**config.mk**
```make
export PLATFORM = sky130hd
export DESIGN_NAME = ear_input_flat
export DESIGN_NICKNAME = d
export VERILOG_FILES = /design/src/rtl/ear_input_if.sv /design/src/rtl/ear_input.sv /design/src/flat_wrapper.sv
export SDC_FILE = /design/constraint.sdc
export NUM_CORES = 1
export LEC_CHECK = 0
export ABC_AREA = 0
export CAP_MARGIN = 20
export CORE_ASPECT_RATIO = 0.9
export CORE_MARGIN = 3
export CORE_UTILIZATION = 55
export CTS_BUF_LIST = sky130_fd_sc_hd__clkbuf_8
export DETAILED_ROUTE_END_ITERATION = 7
export PLACE_DENSITY = 0.75
export SLEW_MARGIN = 30
export SYNTH_ARGS = -nofsm -noshare
export SYNTH_HDL_FRONTEND = slang
export SYNTH_SLANG_ARGS = --single-unit
```
**constraint.sdc**
```tcl
create_clock -name clk -period 5 [get_ports clk]
set_input_delay 1 -clock clk [delete_from_list [all_inputs] [get_ports clk]]
set_output_delay 1 -clock clk [all_outputs]
set_load 0.05 [all_outputs]
```
**src/rtl/ear_input_if.sv**
```systemverilog
`timescale 1ns/1ps
// PCM capture in from the i2s side, cleaned EAR level and LED status out to the ULA side.
// Pure wiring bundle, no latency.
// No back-pressure: pcm_valid is a strobe and every sample is consumed.
interface ear_input_if;
    logic        pcm_valid;
    logic [15:0] pcm_inl;
    logic [15:0] pcm_inr;
    logic        ear;
    logic        ear_edge;
    logic [7:0]  edge_count;
    logic        activity;

    modport master (
        output pcm_valid, pcm_inl, pcm_inr,
        input  ear, ear_edge, edge_count, activity
    );

    modport slave (
        input  pcm_valid, pcm_inl, pcm_inr,
        output ear, ear_edge, edge_count, activity
    );
endinterface

```
**src/rtl/ear_input.sv**
```systemverilog
`timescale 1ns/1ps
// Tape/line-in front end: stereo PCM -> mono -> DC removal -> hysteresis -> glitch filter -> EAR bit.
// Latency: raw settles 2 cycles after the strobe, ear follows GLITCH_CYC cycles later (10 with defaults).
// No back-pressure: a sample may arrive every cycle and each one is processed.
module ear_input #(
    parameter int HYST       = 1024,
    parameter int AVG_SHIFT  = 6,
    parameter int GLITCH_CYC = 8,
    parameter int ACT_CYC    = 3500000
) (
    input  logic       clk,
    input  logic       nreset,
    ear_input_if.slave bus
);
    localparam int ACC_W = 16 + AVG_SHIFT + 1;
    localparam int GW    = (GLITCH_CYC > 1) ? $clog2(GLITCH_CYC) : 1;
    localparam int AW    = $clog2(ACT_CYC + 1);

    localparam logic signed [16:0] HYST_P   = 17'(HYST);
    localparam logic signed [16:0] HYST_N   = -HYST_P;
    localparam logic [GW-1:0]      G_LAST   = GW'(GLITCH_CYC - 1);
    localparam logic [AW-1:0]      ACT_LOAD = AW'(ACT_CYC - 1);

    logic signed [16:0]      sum;
    logic signed [15:0]      mono_r;
    logic                    v1;
    logic signed [ACC_W-1:0] acc;
    logic signed [ACC_W-1:0] dc_full;
    logic signed [16:0]      diff;
    logic                    raw;
    logic [GW-1:0]           gcnt;
    logic                    ear_r;
    logic                    edge_r;
    logic [7:0]              cnt_r;
    logic                    act_r;
    logic [AW-1:0]           acnt;
    logic                    toggle;

    assign sum     = {bus.pcm_inl[15], bus.pcm_inl} + {bus.pcm_inr[15], bus.pcm_inr};
    assign dc_full = acc >>> AVG_SHIFT;
    assign diff    = {mono_r[15], mono_r} - {dc_full[15], dc_full[15:0]};
    assign toggle  = (raw != ear_r) && (gcnt == G_LAST);

    // Stage 1: L/R average; the 17-bit sum halved always fits 16 bits.
    always_ff @(posedge clk or negedge nreset) begin
        if (!nreset) begin
            v1     <= 1'b0;
            mono_r <= '0;
        end else begin
            v1 <= bus.pcm_valid;
            if (bus.pcm_valid)
                mono_r <= 16'(sum >>> 1);
        end
    end

    // Stage 2: leaky-average DC tracker and hysteresis comparator against the pre-update dc.
    always_ff @(posedge clk or negedge nreset) begin
        if (!nreset) begin
            acc <= '0;
            raw <= 1'b0;
        end else if (v1) begin
            acc <= acc + ACC_W'(mono_r) - dc_full;
            if (!raw && (diff > HYST_P))
                raw <= 1'b1;
            else if (raw && (diff < HYST_N))
                raw <= 1'b0;
        end
    end

    always_ff @(posedge clk or negedge nreset) begin
        if (!nreset) begin
            gcnt   <= '0;
            ear_r  <= 1'b0;
            edge_r <= 1'b0;
            cnt_r  <= '0;
        end else begin
            edge_r <= toggle;
            if (raw == ear_r) begin
                gcnt <= '0;
            end else if (toggle) begin
                ear_r <= raw;
                gcnt  <= '0;
                cnt_r <= cnt_r + 8'd1;
            end else begin
                gcnt <= gcnt + GW'(1);
            end
        end
    end

    // A toggle always reloads, even on the cycle the countdown would expire.
    always_ff @(posedge clk or negedge nreset) begin
        if (!nreset) begin
            act_r <= 1'b0;
            acnt  <= '0;
        end else if (toggle) begin
            act_r <= 1'b1;
            acnt  <= ACT_LOAD;
        end else if (act_r) begin
            if (acnt == '0)
                act_r <= 1'b0;
            else
                acnt <= acnt - AW'(1);
        end
    end

    assign bus.ear        = ear_r;
    assign bus.ear_edge   = edge_r;
    assign bus.edge_count = cnt_r;
    assign bus.activity   = act_r;
endmodule

```
**src/flat_wrapper.sv**
```systemverilog
// flat-port wrapper written by rule: the top's interface ports become plain ports
module ear_input_flat 
#(
    parameter int HYST       = 1024,
    parameter int AVG_SHIFT  = 6,
    parameter int GLITCH_CYC = 8,
    parameter int ACT_CYC    = 3500000
)
  (clk, nreset, bus_pcm_valid, bus_pcm_inl, bus_pcm_inr, bus_ear, bus_ear_edge, bus_edge_count, bus_activity);
  ear_input_if bus_i ();
  input  logic clk;
  input  logic nreset;
  input wire logic [$bits(bus_i.pcm_valid)-1:0] bus_pcm_valid;
  input wire logic [$bits(bus_i.pcm_inl)-1:0] bus_pcm_inl;
  input wire logic [$bits(bus_i.pcm_inr)-1:0] bus_pcm_inr;
  output wire logic [$bits(bus_i.ear)-1:0] bus_ear;
  output wire logic [$bits(bus_i.ear_edge)-1:0] bus_ear_edge;
  output wire logic [$bits(bus_i.edge_count)-1:0] bus_edge_count;
  output wire logic [$bits(bus_i.activity)-1:0] bus_activity;
  assign bus_i.pcm_valid = bus_pcm_valid;
  assign bus_i.pcm_inl = bus_pcm_inl;
  assign bus_i.pcm_inr = bus_pcm_inr;
  assign bus_ear = bus_i.ear;
  assign bus_ear_edge = bus_i.ear_edge;
  assign bus_edge_count = bus_i.edge_count;
  assign bus_activity = bus_i.activity;
  ear_input #(.HYST(HYST), .AVG_SHIFT(AVG_SHIFT), .GLITCH_CYC(GLITCH_CYC), .ACT_CYC(ACT_CYC)) u_core (.clk(clk), .nreset(nreset), .bus(bus_i));
endmodule
```
==> impl_results.md, run 1 <==
- Largest net degree at the start of global routing: a little under 80
- Area Growth Syn to Fin: 11.7%
- Max-cap viol count: 0
- Design area: 0.00718 mm²
- IO Count: 46
- Worst hold path type: register to register
- Global-route wire length before repair: between 20,000 and 25,000 µm
- Unrepaired setup endpoints after global routing: no
- Run status: finished clean
- Number of diodes: 0
- Clock Latency Late Sink: around 0.36 ns
- Post-layout util: between 60 and 70%
- Hold buffers post-CTS: 0
- FF-to-FF path depth: 11
- EDFF count, synth: 0
- Syn Std Cell Area: roughly 0.0064 mm²
- CTS root buf: clkbuf_8
- Avg Vias per Cell: 5.84
- Vias: around 5,400
- Post-cts repair resize count: 0
- Relative slew margins: 52.1%
- GR Overflow Total: 0
- Skew final: 0.0134 ns
- Yosys warns: 0
- Initial antenna violation count: 0
- Post-DRT Antenna Nets: 0
- Vias in the first global route: 5,414
- Die Wd: 120 µm
- PortBufs: 45
- Die height: 109 µm
- Final Hold Fails: 0
- RR Startpoint: u_core.mono_r[1]
- Slew Limit Fails: 0
- DIE AREA: ~0.013 mm²
- Postcts setup bufs: 0
- Hold depth: 1
- Fin Setup TNS: 0 ns
- Asr flop ratio synth: 100%
- Starting density of the core: 57.8%
- Share of cells above drive strength 1: between 4 and 5%
- TritonCTS clock tree: done
- CTS Buffer Depth: 2
- Critical path endpoint category: register
- Core Area: approximately 0.011 mm²
- Final worst-path cycle share: about 73%
- Max incr delay on CP: between 0.4 and 0.5 ns
- Worst Path Max Fanout: 4
- CTS Buf Count: 9
- Crit start category: register
- Synthesized Nets: between 800 and 900
- Min Tclk post-route: 3.65 ns
- Synthesized instance count: 722
- Final worst slack: roughly 1.4 ns
- Synth Flop Type: dfrtp_1
- HP Start: u_core.gcnt[0]
- Synth Area per Inst: around 8.9 µm²
- Post-synthesis register bit count: 77
- WS Path Type: register to register
- Initial drt markers: 279
- Worst R2R End: u_core.acc[18]
- Flop2flop setup slack: 1.35 ns
- Final setup vio count: 0
- Post-Route WL: approximately 14,000 µm
- Crit-path most repeated cell: fa_1
- Sequential-to-total area share from yosys stat: between 20% and 30%
- Row count: 36
- Worst Tran Pin Value: ~0.72 ns
- Pre-CTS WS: between 1 and 1.5 ns
- Htree depth: 3
- DP Area: roughly 0.007 mm²
- CTS sink count: just under 80
- Crit-path slowest cell: fa_1
- WP buf/inv: 1
- Top cell family by delay on the critical path: compound AO/OA/AOI/OAI gates
- Pre-Repair DR Iteration Count: 6
- Post-detailed-route wirelength per cell: ~15 µm
- Dpl hpwl: 10,800 µm
- Nets: around 880
- Total GRT Usage: between 20% and 30%
- Clk slew on worst S/H paths: about 0.080 ns
- Routability cong.: between 0.9 and 1
- FMAX: roughly 270 MHz
- WP data arrival: roughly 3.9 ns
- Hold Path End: u_core.gcnt[0]
- Drt drc: 0
- Req. time, crit path: between 5 and 6 ns
- CP cell instances: inv_1 > fa_1 > fa_1 > nor2b_1 > o21a_1 > o21ai_0 > a211o_1 > a41oi_1 > a21oi_1 > or4_1 > nand3b_1
- Distinct cells, synth: 65
==> routing by layer <==
metal  vias to the layer above  global-route usage [%]  routed length [µm]
li1                       2619                       -                   -
met3                        29                    4.03                 663
met2                       158                    39.5                6730
met4                         0                    8.01                 271
met1                      2576                    28.7                6180
met5                         -                       0                   0
==> final cells by class <==
class                      count  area [µm²]
tap                          152         190
inverter                     108         405
fill                         958        3950
multi-input combinational    522        4030
clock inverter                 6        33.8
sequential                    77        1930
clock buffer                   9         124
timing repair buffer          47         467
==> placed cells by master (no fill, tap or decap), types with 12 or more instances in the layout <==
cell type,instances
a21o_1,12
a21oi_1,34
clkdlybuf4s50_1,44
dfrtp_1,77
fa_1,24
ha_1,58
inv_1,110
mux2i_1,12
nand2_1,45
nand3_1,18
nor2_1,34
nor3_1,24
o21ai_0,43
or3_1,14
xnor2_1,29
xor2_1,21
==> how the worst max path moves through the flow <==
stage | start | to | slack (ns) | depth (start not counted)
5_1_grt | u_core.acc[6] | u_core.acc[21] | 1.11 | 12
6_report | u_core.mono_r[1] | u_core.acc[18] | 1.35 | 11
4_1_cts | u_core.mono_r[1] | u_core.acc[18] | 1.41 | 11
3_5_place_dp | bus_pcm_inr[1] | u_core.mono_r[13] | 1.12 | 11
3_3_place_gp | bus_pcm_inr[1] | u_core.mono_r[13] | 1.18 | 11
2_1_floorplan | u_core.acc[9] | u_core.acc[21] | 1.87 | 12
==> logic make-up after synthesis <==
logic type / count (synthesis) / share of synthesized area, %
adder cells (fa/ha/maj): 82 / 18.8
buffers and inverters: 123 / 7.32
XOR/XNOR: 50 / 6.81
multiplexers: 14 / 2.22
AO/OA/AOI/OAI: 172 / 17.8
flip-flops: 77 / 30.0
AND/OR/NAND/NOR: 204 / 17.1
==> Yosys cell counts (4+ instances only) <==
| library cell | instances | area share (%) |
|---|---|---|
| nand3b_1 | 4 | 0.47 |
| o211ai_1 | 8 | 0.93 |
| fa_1 | 24 | 7.5 |
| or3_1 | 14 | 1.4 |
| nor2b_1 | 9 | 0.88 |
| nor3_1 | 24 | 1.9 |
| nand3_1 | 18 | 1.4 |
| o21a_1 | 10 | 1.2 |
| o2111ai_1 | 4 | 0.55 |
| mux2i_1 | 12 | 1.9 |
| a31oi_1 | 9 | 0.88 |
| clkbuf_1 | 10 | 0.58 |
| o31ai_1 | 8 | 0.93 |
| and3_1 | 4 | 0.39 |
| nand2b_1 | 9 | 0.88 |
| o21bai_1 | 5 | 0.58 |
| a211oi_1 | 7 | 0.82 |
| a31o_2 | 4 | 0.55 |
| nand4_1 | 7 | 0.68 |
| xor2_1 | 21 | 2.9 |
| and2_1 | 4 | 0.39 |
| or4_1 | 5 | 0.58 |
| xnor2_1 | 29 | 4.0 |
| a21oi_1 | 34 | 2.6 |
| nor2_1 | 34 | 2.0 |
| or2_2 | 4 | 0.39 |
| inv_1 | 108 | 6.3 |
| nand2_1 | 45 | 2.6 |
| dfrtp_1 | 77 | 30 |
| o21ai_0 | 43 | 3.3 |
| nor4_1 | 8 | 0.78 |
| ha_1 | 58 | 11 |
| a21o_1 | 12 | 1.4 |
==> registers in the layout, summed over array words and instances, names as in the netlist, 3 cells and up <==
| name | flops |
|---|---|
| u_core.bus.edge_count | 8 |
| u_core.mono_r | 16 |
| u_core.acnt | 22 |
| u_core.acc | 23 |
| u_core.gcnt | 3 |
==> metrics by stage <==
| step | hold WS (ns) | std cells |
|---|---|---|
| floorplan | 0.414 | 722 |
| global placement | 0.425 | 906 |
| detailed placement | 0.441 | 906 |
| CTS | 0.452 | 921 |
| global route | 0.467 | 921 |
| finish | 0.443 | 921 |
Power of run 1 is not shown: default switching activity piles up to over one toggle a cycle in this logic, so the estimate is an artifact.
==> run 2, diff against run 1 <==
--- a/config.mk
+++ b/config.mk
@@ -12,7 +12,7 @@
 export CORE_UTILIZATION = 55
 export CTS_BUF_LIST = sky130_fd_sc_hd__clkbuf_8
 export DETAILED_ROUTE_END_ITERATION = 7
-export PLACE_DENSITY = 0.75
+export PLACE_DENSITY = 0.78
 export SLEW_MARGIN = 30
 export SYNTH_ARGS = -nofsm -noshare
 export SYNTH_HDL_FRONTEND = slang
==> constraint.sdc (replaced) <==
create_clock -name clk -period 3.3 [get_ports clk]
set_input_delay 0.66 -clock clk [delete_from_list [all_inputs] [get_ports clk]]
set_output_delay 0.66 -clock clk [all_outputs]
set_load 0.05 [all_outputs]
==> impl_results.md, run 2 (synthesis results as in run 1) <==
- Final worst slack: 0.104 ns (-1.25 ns)
- Max incr delay on CP: 0.55 ns (+0.06 ns)
- Max-cap viol count: 0 (unchanged)
- Vias in the first global route: 5,440 (+0.48%)
- Post-Route WL: 14,300 µm (+3.4%)
- IO Count: 46 (unchanged)
- Worst Path Max Fanout: 5 (+1)
- Final Hold Fails: 0 (unchanged)
- Hold buffers post-CTS: 0 (unchanged)
- TritonCTS clock tree: done
- Number of diodes: 0 (unchanged)
- Pre-CTS WS: -0.116 ns (-1.23 ns)
- CTS Buf Count: 9 (unchanged)
- Run status: finished clean
- GR Overflow Total: 0 (unchanged)
- Clock Latency Late Sink: 0.36 ns (about the same)
- Largest net degree at the start of global routing: 78 (unchanged)
- Drt drc: 0 (unchanged)
- Post-detailed-route wirelength per cell: 15.0 µm (+0.12%)
- Nets: 911 (+3.3%)
- Total GRT Usage: 23.0% (+0.28 points)
- Row count: 36 (unchanged)
- Max reg flops: 23 (unchanged)
- FF-to-FF path depth: 13 (+2)
- Routability cong.: 1.02 (+7.5%)
- Top cell family by delay on the critical path: compound AO/OA/AOI/OAI gates
- Global-route wire length before repair: 24,600 µm (+1.5%)
- Final worst-path cycle share: 96.9% (+24 points)
- Area Growth Syn to Fin: 16.9%
- Slew Limit Fails: 0 (unchanged)
- Flop2flop setup slack: 0.10 ns (-1.25 ns)
- WP buf/inv: 4 (+3)
- Worst R2R End: u_core.acc[22]
- Worst Tran Pin Value: 0.712 ns (-0.00631 ns)
- Avg Vias per Cell: 5.85 (about the same)
- DIE AREA: 0.0130 mm² (unchanged)
- Commonest non-fill, non-tap cell in the layout: inv_1
- Worst hold path type: input pin to async pin
- Pre-Repair DR Iteration Count: 5 (-1)
- Initial drt markers: 433 (+55%)
- Htree depth: 3 (unchanged)
- Die height: 109 µm (unchanged)
- Min Tclk post-route: 3.20 ns (-0.454 ns)
- Dpl cells: 933 (+3.0%)
- PortBufs: 45 (unchanged)
- Clk slew on worst S/H paths: 0.08 ns (about the same)
- Crit-path slowest cell: fa_1
- Storage cell area: 0.00193 mm² (unchanged)
- Top reg by flops: u_core.acc
- Share of cells above drive strength 1: 9.89% (+5.1 points)
- CTS root buf: clkbuf_8
- Relative slew margins: 52.5% (+0.42 points)
- FMAX: 313 MHz (+14%)
- # fillers: 882 (-7.9%)
- Critical path endpoint category: register
- Dpl hpwl: 11,100 µm (+2.3%)
- CP cell instances: inv_1 > fa_1 > inv_1 > ha_1 > a21o_1 > a21oi_1 > a31o_2 > a41oi_2 > buf_4 > buf_4 > a2111oi_1 > o2bb2ai_1 > nor2_1
- Starting density of the core: 57.8% (unchanged)
- Post-DRT Antenna Nets: 0 (unchanged)
- CTS sink count: 77 (unchanged)
- Final setup vio count: 0 (unchanged)
- Skew final: 0.0115 ns (-0.00185 ns)
- Initial antenna violation count: 0 (unchanged)
- Req. time, crit path: 3.59 ns (-1.70 ns)
- CTS Buffer Depth: 2 (unchanged)
- Vias: 5,559 (+3.3%)
- RR Startpoint: u_core.acc[13]
- Post-route insts no fill: 951 (+3.3%)
- Die Wd: 120 µm (unchanged)
- Crit start category: register
- WS Path Type: register to register
- WP data arrival: 3.49 ns (-0.45 ns)
- Core Area: 0.0111 mm² (unchanged)
- Regs by FF count: u_core.acc (23), u_core.acnt (22), u_core.mono_r (16)
- Area of the multi-input gates: 0.00409 mm² (+1.6%)
- Most frequent cells in the layout: inv_1, dfrtp_1, ha_1
## run 2: changes by cell type in the layout (fill, tap and decap cells not counted), sizes merged
| cell | before | now |
|---|---|---|
| buf | 3 | 32 |
| clkbuf | 9 | 12 |
| clkinv | 3 | 1 |
| bufinv | 0 | 1 |
| inv | 110 | 109 |
## run 2: timing repair
item	CTS	global route
pin swaps	0	4
hold endpoints to repair	0	0
endpoints found under the setup margin	2	8
gates cloned	0	0
setup buffers	0	2
resized for setup	3	14
## run 2: how the worst max path moves through the flow
stage | from | to | slack (ns) | cells after the start
3_5_place_dp | bus_pcm_inr[1] | u_core.mono_r[13] | -0.12 | 11
6_report | u_core.acc[13] | u_core.acc[22] | 0.10 | 13
4_1_cts | u_core.acc[6] | u_core.acc[18] | 0.02 | 14
2_1_floorplan | u_core.acc[9] | u_core.acc[21] | 0.17 | 12
3_3_place_gp | bus_pcm_inr[1] | u_core.mono_r[13] | -0.05 | 11
5_1_grt | u_core.acc[9] | u_core.acc[22] | -0.13 | 13
## run 2: metal layers
layer	routed length (µm)	global-route usage (%)	vias up
met5	0	0	-
met4	325	8.50	0
met3	652	2.82	33
met2	7020	40.8	185
met1	6310	29.0	2673
li1	-	-	2668
## run 2: cell type report
| cell class | count | area share, % |
|---|---|---|
| Tap cell | 152 | 2.53 |
| Timing Repair Buffer | 76 | 9.11 |
| Sequential cell | 77 | 25.7 |
| Inverter | 108 | 5.40 |
| Multi-Input combinational cell | 522 | 54.5 |
| Clock inverter | 4 | 0.616 |
| Clock buffer | 12 | 2.20 |
## run 2: per-stage QoR
step	setup TNS (ns)	area (µm²)	hold slack (ns)	util, %
floorplan	0	6430	0.364	-
global placement	-0.0487	7220	0.425	64.9
detailed placement	-0.137	7220	0.444	64.9
CTS	0	7450	0.454	67.0
global route	-0.158	7510	0.373	67.5
finish	0	7510	0.331	67.5
## run 2: worst register-to-register path, stage by stage (launching register included)
cell,delay (ns)
dfrtp_1,0.38
inv_1,0.12
fa_1,0.55
inv_1,0.05
ha_1,0.37
a21o_1,0.21
a21oi_1,0.28
a31o_2,0.22
a41oi_2,0.05
buf_4,0.18
buf_4,0.14
a2111oi_1,0.37
o2bb2ai_1,0.11
nor2_1,0.10
Power of run 2 is left out for the same reason.
==> run 3, diff against run 2 <==
--- a/config.mk
+++ b/config.mk
@@ -12,7 +12,7 @@
 export CORE_UTILIZATION = 55
 export CTS_BUF_LIST = sky130_fd_sc_hd__clkbuf_8
 export DETAILED_ROUTE_END_ITERATION = 7
-export PLACE_DENSITY = 0.78
+export PLACE_DENSITY = 0.89
 export SLEW_MARGIN = 30
 export SYNTH_ARGS = -nofsm -noshare
 export SYNTH_HDL_FRONTEND = slang
==> impl_results.md, run 3 (synthesis results as in run 1) <==
- Run status: finished clean
- Crit start category: register
- Max reg flops: 23 (unchanged)
- Routability cong.: 0.931 (-8.6%)
- Max incr delay on CP: 0.54 ns (about the same)
- CTS root buf: clkbuf_8
- Initial antenna violation count: 0 (unchanged)
- Commonest non-fill, non-tap cell in the layout: inv_1
- WP data arrival: 3.45 ns (-0.04 ns)
- Hold buffers post-CTS: 0 (unchanged)
- Avg Vias per Cell: 5.88 (+0.51%)
- Relative slew margins: 52.0% (-0.53 points)
- Final Hold Fails: 0 (unchanged)
- Vias in the first global route: 5,422 (-0.33%)
- Req. time, crit path: 3.54 ns (-0.05 ns)
- Largest net degree at the start of global routing: 78 (unchanged)
- Crit-path most repeated cell: a21o_1
- Vias: 5,593 (+0.61%)
- Final setup vio count: 0 (unchanged)
- Number of diodes: 0 (unchanged)
- Slew Limit Fails: 0 (unchanged)
- Max-cap viol count: 0 (unchanged)
- DP Area: 0.00723 mm² (+0.10%)
- RR Startpoint: u_core.acc[9]
- Crit-path slowest cell: fa_1
- Drt drc: 0 (unchanged)
- TritonCTS clock tree: done
- Area Growth Syn to Fin: 17.8%
- Post-detailed-route wirelength per cell: 15.6 µm (+3.9%)
- CTS sink count: 77 (unchanged)
- Initial drt markers: 521 (+20%)
- Share of cells above drive strength 1: 10.8% (+0.86 points)
- FMAX: 312 MHz (-0.33%)
- IO Count: 46 (unchanged)
- GR Overflow Total: 0 (unchanged)
- Clk slew on worst S/H paths: 0.09 ns (about the same)
- Design area: 0.00757 mm² (+0.77%)
- Worst Path Max Fanout: 2 (-3)
- Worst hold path type: input pin to async pin
- # fillers: 822 (-6.8%)
- Min Tclk post-route: 3.21 ns (+0.0107 ns)
- Worst R2R End: u_core.acc[21]
- Post-Route WL: 14,900 µm (+4.0%)
- Post-DRT Antenna Nets: 0 (unchanged)
- Critical path endpoint category: register
- Final worst-path cycle share: 97.2% (+0.32 points)
- Top reg by flops: u_core.acc
- CP cell instances: inv_1 > fa_1 > inv_1 > ha_1 > a21o_1 > a21o_1 > a21o_1 > a31oi_4 > o21ai_2 > o41ai_2 > nor4b_1 > or3_1
- Global-route wire length before repair: 25,400 µm (+3.2%)
- CTS Buf Count: 9 (unchanged)
- Flop2flop setup slack: 0.09 ns (about the same)
- Row count: 36 (unchanged)
- PortBufs: 45 (unchanged)
- CTS Buffer Depth: 2 (unchanged)
- Die Wd: 120 µm (unchanged)
- Nets: 912 (+0.11%)
- Dpl hpwl: 11,200 µm (+1.5%)
- WS Path Type: register to register
- Starting density of the core: 57.8% (unchanged)
- Worst Tran Pin Value: 0.720 ns (+0.00797 ns)
- Htree depth: 3 (unchanged)
- Clock Latency Late Sink: 0.36 ns (about the same)
- Skew final: 0.00717 ns (-0.00436 ns)
- Most frequent cells in the layout: inv_1, dfrtp_1, ha_1
- Pre-Repair DR Iteration Count: 5 (unchanged)
- Core Area: 0.0111 mm² (unchanged)
- Die height: 109 µm (unchanged)
- FF-to-FF path depth: 12 (-1)
- DIE AREA: 0.0130 mm² (unchanged)
- Total GRT Usage: 24.0% (+0.96 points)
- Regs by FF count: u_core.acc (23), u_core.acnt (22), u_core.mono_r (16)
[run 3: cell types whose count changed in the layout (fill, tap and decap cells not counted), moves of 2 or more]
| cell | delta |
|---|---|
| clkbuf_8 | -2 |
| a21oi_2 | +3 |
| a21oi_1 | -3 |
| ha_4 | +2 |
| inv_1 | -2 |
| ha_1 | -3 |
| clkinv_4 | +2 |
[run 3: what timing repair did]
action,4_1_cts,5_1_grt
gates resized for setup,1,21
setup buffers,0,2
pin swaps,0,9
setup endpoints to repair,1,4
[run 3: worst max-delay path: cells and delay by family (launching register included)]
| kind | cells | cell delay, ns |
|---|---|---|
| AOI/OAI and AO/OA | 6 | 1.23 |
| DFF | 1 | 0.40 |
| adders and majority gates | 2 | 0.85 |
| and+or+nand+nor | 2 | 0.47 |
| buffers and inverters | 2 | 0.14 |
[run 3: worst max-delay path by stage]
| stage | startpoint | endpoint | slack (ns) | cells after the start |
|---|---|---|---|---|
| after floorplan | u_core.acc[9] | u_core.acc[21] | 0.17 | 12 |
| after global placement | bus_pcm_inr[1] | u_core.mono_r[13] | -0.03 | 11 |
| after detailed placement | bus_pcm_inr[2] | u_core.mono_r[13] | -0.15 | 11 |
| after CTS | u_core.acc[1] | u_core.acc[21] | 0.01 | 12 |
| after global routing | u_core.acc[9] | u_core.acc[21] | -0.02 | 12 |
| final | u_core.acc[9] | u_core.acc[21] | 0.09 | 12 |
[run 3: layout make-up]
type,count,area (µm²),share of cell area [%]
sequential,77,1930,25.5
multi-input combinational,522,4120,54.5
tap,152,190,2.51
clock buffer,10,138,1.82
timing repair buffer,77,692,9.14
inverter,108,405,5.36
clock inverter,6,93.8,1.24
[run 3: stage by stage]
stage | hold slack [ns] | setup TNS [ns] | util, % | cells | worst slack, ns
3_5_place_dp | 0.433 | -0.148 | 64.9 | 934 | -0.148
2_1_floorplan | 0.364 | 0 | - | 722 | 0.167
6_report | 0.311 | 0 | 68.0 | 952 | 0.0932
3_3_place_gp | 0.423 | -0.0338 | 64.9 | 934 | -0.0338
5_1_grt | 0.361 | -0.0218 | 68.0 | 952 | -0.0218
4_1_cts | 0.444 | 0 | 67.1 | 950 | 0.0102
[run 3: metal layers]
| layer | global-route usage (%) | share of wire, % | vias to the layer above |
|---|---|---|---|
| met4 | 6.21 | 1.3 | 0 |
| met1 | 32.2 | 45 | 2704 |
| li1 | - | - | 2673 |
| met3 | 3.29 | 5.3 | 21 |
| met2 | 41.2 | 49 | 195 |
| met5 | 0 | 0 | - |
Power of run 3 is left out for the same reason.
